`src/rtl/serial_add_sequencer_pkg.sv`:
```
// Shared types and defaults for the bit-serial adder sequencer.
package serial_add_sequencer_pkg;

  localparam int unsigned WIDTH_DEFAULT = 8;

  typedef enum logic [1:0] {
    IDLE  = 2'd0,
    SHIFT = 2'd1,
    DONE  = 2'd2
  } state_e;

endpackage

```
`src/rtl/serial_add_sequencer_fa.sv`:
```
// Purely combinational 1-bit full-adder cell built from two half-adders.
module full_adder_1b (
  input  logic a,
  input  logic b,
  input  logic cin,
  output logic s,
  output logic cout
);

  logic x1;
  logic g1;
  logic g2;

  // Two cascaded half-adders; their generate terms never overlap,
  // so XOR combines them exactly like an OR would.
  always_comb begin
    x1   = a ^ b;
    g1   = a & b;
    s    = x1 ^ cin;
    g2   = x1 & cin;
    cout = g1 ^ g2;
  end

endmodule

```
`src/rtl/serial_add_sequencer.sv`:
```
// Bit-serial adder front end: accepts operands, feeds one bit pair per clock
// (LSB first) to a full-adder cell, and returns sum and carry-out.
module serial_add_sequencer
  import serial_add_sequencer_pkg::*;
#(
  parameter int unsigned WIDTH = WIDTH_DEFAULT
) (
  input  logic             clk,
  input  logic             rst_n,
  input  logic             in_valid,
  output logic             in_ready,
  input  logic [WIDTH-1:0] op_a,
  input  logic [WIDTH-1:0] op_b,
  input  logic             carry_in,
  output logic             out_valid,
  input  logic             out_ready,
  output logic [WIDTH-1:0] sum,
  output logic             carry_out,
  output logic             busy
);

  localparam int unsigned CW = $clog2(WIDTH + 1);

  state_e           state_q;
  state_e           state_d;
  logic [WIDTH-1:0] a_sh_q;
  logic [WIDTH-1:0] b_sh_q;
  logic [WIDTH-1:0] sum_q;
  logic             c_q;
  logic             cout_q;
  logic [CW-1:0]    cnt_q;
  logic             fa_s;
  logic             fa_co;
  logic             last_bit;
  logic             accept;

  full_adder_1b u_fa (
    .a   (a_sh_q[0]),
    .b   (b_sh_q[0]),
    .cin (c_q),
    .s   (fa_s),
    .cout(fa_co)
  );

  // Handshake and end-of-operand qualifiers
  always_comb begin
    accept   = (state_q == IDLE) && in_valid;
    last_bit = (cnt_q == CW'(WIDTH - 1));
  end

  // State register
  always_ff @(posedge clk) begin
    if (!rst_n) begin
      state_q <= IDLE;
    end else begin
      state_q <= state_d;
    end
  end

  // Next-state logic
  always_comb begin
    state_d = state_q;
    unique case (state_q)
      IDLE:    if (in_valid) state_d = SHIFT;
      SHIFT:   if (last_bit) state_d = DONE;
      DONE:    if (out_ready) state_d = IDLE;
      default: state_d = IDLE;
    endcase
  end

  // Handshake and status outputs decoded from the current state
  always_comb begin
    in_ready  = (state_q == IDLE);
    busy      = (state_q == SHIFT);
    out_valid = (state_q == DONE);
  end

  // Datapath: operand load on accept, one bit per cycle while shifting
  always_ff @(posedge clk) begin
    if (!rst_n) begin
      a_sh_q <= '0;
      b_sh_q <= '0;
      sum_q  <= '0;
      c_q    <= 1'b0;
      cout_q <= 1'b0;
      cnt_q  <= '0;
    end else if (accept) begin
      a_sh_q <= op_a;
      b_sh_q <= op_b;
      c_q    <= carry_in;
      cnt_q  <= '0;
    end else if (state_q == SHIFT) begin
      // Sum bits enter at the MSB so bit 0 lands in the LSB after WIDTH shifts
      sum_q  <= {fa_s, sum_q[WIDTH-1:1]};
      a_sh_q <= {1'b0, a_sh_q[WIDTH-1:1]};
      b_sh_q <= {1'b0, b_sh_q[WIDTH-1:1]};
      c_q    <= fa_co;
      cnt_q  <= cnt_q + CW'(1);
      if (last_bit) begin
        cout_q <= fa_co;
      end
    end
  end

  // Result outputs hold the last value until the next operation overwrites them
  always_comb begin
    sum       = sum_q;
    carry_out = cout_q;
  end

endmodule

```
`config.mk`:
```
export PLATFORM = sky130hd
export DESIGN_NAME = serial_add_sequencer
export DESIGN_NICKNAME = d
export VERILOG_FILES = /design/src/rtl/serial_add_sequencer_pkg.sv /design/src/rtl/serial_add_sequencer_fa.sv /design/src/rtl/serial_add_sequencer.sv
export SDC_FILE = /design/constraint.sdc
export NUM_CORES = 1
export LEC_CHECK = 0
export CAP_MARGIN = 20
export CORE_ASPECT_RATIO = 1.75
export CORE_UTILIZATION = 30
export CTS_BUF_LIST = sky130_fd_sc_hd__clkbuf_4
export DETAILED_ROUTE_END_ITERATION = 16
export PLACE_DENSITY = 0.64
export REMOVE_ABC_BUFFERS = 1
export SLEW_MARGIN = 40
export SYNTH_ARGS = -nofsm -noshare
export SYNTH_HDL_FRONTEND = slang
export SYNTH_SLANG_ARGS = --single-unit
```
`constraint.sdc`:
```
create_clock -name clk -period 1.8 [get_ports clk]
set_clock_uncertainty 0.15 [all_clocks]
set_input_delay 0.45 -clock clk [delete_from_list [all_inputs] [get_ports clk]]
set_output_delay 0.45 -clock clk [all_outputs]
set_load 0.1 [all_outputs]
```
==> run metrics <==
Final Cycle Share a little over nine tenths; Worst Path Required approximately 1.2 ns; worst setup margin 0.0473 ns; Reg2Reg Depth 4; Max-Slew Margin vs Limit approximately two thirds; RSZ-0062 raised after global routing false; pre-CTS setup slack 0.0000748 ns; largest net degree at the start of global routing 18; worst vdd ir 675 uV; fillcell total 423; Buffers on Ports 32; Cells after Synth 158; clk buf depth 2; Area growth syn-to-layout 43.1%; die area 0.00480 mm^2; TritonCTS buffer count 5; DR vias 1235; synth top area cells dfxtp_1 (47%), a21oi_1 (8.9%), nand2_1 (6.1%); initial core utilization 31.1%; Clock transition at path regs 0.09 ns; chip height 90.9 um; hold path start sum[0]; Detail Route Antenna Nets 0; minimum clock period 1.75 ns; total grt overflow 0; min-delay worst type flip-flop to flip-flop; WHS 0.346 ns; Netlist Area Pre-Place 0.00136 mm^2; Worst Setup Start Kind flip-flop; setup violators final 0; share of the synthesized area in the top cell type between 40 and 50%; origin of the critical flop-to-flop path state_q[0]; Hold Vio Cnt, Final 0; r2r setup slk 0.37 ns; Tot GR Track Use 14.4%; Worst Path Max Fanout 6; Clock Sinks 32; FP Rows 32; Core Area 0.00436 mm^2; Crit. Startpoint state_q[1]; DP Wirelength ~2.2 mm; critical path type flip-flop to output pin; Die W 52.8 um; Achievable Freq 0.571 GHz; Final Wtd Congestion 0.725; num ports 33; wirelength, routed 3.05 mm; DRT Pass-1 Iters 4; H-tree levels 2; routed len/inst 12.3 um; Syn. warnings 0; Critical Path AT 1.15 ns; Leakage Power 0.713 nW; status completed; vias in the first global route 1137; hold endpoint sum[0]; max-slew violation count 0; root buffer cell clkbuf_4; capturing point of the worst reg2reg path a_sh_q[2]; register bit count reported by yosys 32; worst hold path depth 2; Yosys top cell by area dfxtp_1; vias per cell 5.00; share of the yosys chip area belonging to registers 47.2%; Initial DRC Count 23; Cell variety after synth 33; initial antenna violation count 0; max-cap viol count 0; DRC violations left 0; Power Dens Cells 806 mW/mm^2; clk_lat worst skew 0.32 ns; # nets final ~220; Slew @ Worst Pin between 0.4 and 0.5 ns; CTS tree built; diode count 0; synthesized area per cell around 8.6 um^2; Worst setup EP type output pin; ratio of cells with drive above 1 in the final layout ~18%; global-route wire length before repair 5.16 mm
routing by layer:
| metal | wire [um] | track usage (%) |
|---|---|---|
| met1 | 1310 | 16.5 |
| met2 | 1610 | 25.0 |
| met3 | 83 | 3.02 |
| met4 | 52 | 5.26 |
| met5 | 0 | 0 |
power breakdown:
group	total [mW]	switching [mW]	leakage (nW)	internal [mW]
registers	0.778	0.0306	0.264	0.748
clock network	0.519	0.235	0.0403	0.284
logic	0.268	0.142	0.409	0.126
flip-flops by register name (all words and copies together) (netlist names):
signal and count:
a_sh_q 8, carry_out 1, c_q 1, sum 8
cnt_q 4, state_q 2, b_sh_q 8
through the flow:
| stage | area [um^2] | power [mW] | TNS (ns) | utilization (%) | std cells |
|---|---|---|---|---|---|
| detailed placement | 1840 | 1.06 | 0 | 42.1 | 237 |
| global route | 1940 | 1.65 | 0 | 44.5 | 247 |
| global placement | 1840 | 1.06 | 0 | 42.1 | 237 |
| CTS | 1920 | 1.58 | -0.0362 | 44.1 | 245 |
| floorplan | 1270 | 0.932 | -4.63 | - | 146 |
| finish | 1940 | 1.57 | 0 | 44.5 | 247 |
layout by cell type (no fill, tap or decap), types with 2 or more instances in the layout:
cell type,n
buf_12,12
nor3_1,2
dfxtp_4,2
a32oi_1,2
buf_4,10
clkbuf_4,5
clkinv_1,3
nand2_1,22
inv_1,3
nor2_1,11
o21ai_0,15
clkdlybuf4s50_1,20
a21oi_1,24
o22ai_1,8
nor2_2,2
nand3_1,2
dfxtp_1,30
o2bb2ai_1,7
critical path: stages (launching register included):
cell	delay (ns)
dfxtp_4	0.40
clkinv_1	0.10
nor2_2	0.14
buf_12	0.19
kinds of logic after synthesis:
logic type      count (synthesis)  synth area share, %
flops                          32                 47.2
buf+inv                        16                 7.19
mux                             1                0.738
fa+ha+maj                       2                 2.40
simple gates                   44                 14.4
compound gates                 63                 28.0
cells in the mapped netlist:
| master | number |
|---|---|
| nand2_1 | 22 |
| and2_1 | 1 |
| buf_6 | 3 |
| clkbuf_2 | 1 |
| dfxtp_1 | 32 |
| o2bb2ai_1 | 7 |
| fa_1 | 1 |
| nor3_1 | 2 |
| mux2i_1 | 1 |
| inv_1 | 3 |
| clkbuf_8 | 1 |
| nand2b_4 | 1 |
| ha_1 | 1 |
| clkbuf_1 | 3 |
| nand2b_1 | 1 |
| o21bai_1 | 1 |
| clkinv_1 | 1 |
| a211oi_1 | 1 |
| and4b_2 | 1 |
| o21ba_2 | 1 |
| or3_1 | 1 |
| buf_2 | 3 |
| a31oi_1 | 1 |
| o32a_1 | 1 |
| o21ai_0 | 15 |
| buf_1 | 1 |
| o22ai_1 | 8 |
| a32oi_1 | 2 |
| a21oi_1 | 24 |
| nor2_1 | 13 |
| a22oi_1 | 1 |
| nand3_1 | 2 |
| o21a_1 | 1 |
worst max path at each step:
stage | end | slack [ns]
final | out_valid | 0.05
after global routing | out_valid | 0.004
after CTS | out_valid | -0.04
after detailed placement | b_sh_q[0] | 0.00007
after global placement | b_sh_q[5] | 0.03
after floorplan | out_valid | -0.83
what timing repair did:
action                                  in CTS  in global routing
pin swaps                                    0                  1
setup buffers                                0                  2
hold buffers                                 0                  0
endpoints found under the setup margin       3                  3
gates resized for setup                      5                  1
cell type report:
class	instances	area, um^2	share of cell area, %
Clock inverter	3	37.5	1.93
Timing Repair Buffer	42	515	26.6
Clock buffer	5	37.5	1.93
Tap cell	51	63.8	3.29
Multi-Input combinational cell	110	623	32.1
Inverter	4	15.0	0.774
Sequential cell	32	648	33.4
Power figures use the tool's default switching activity.
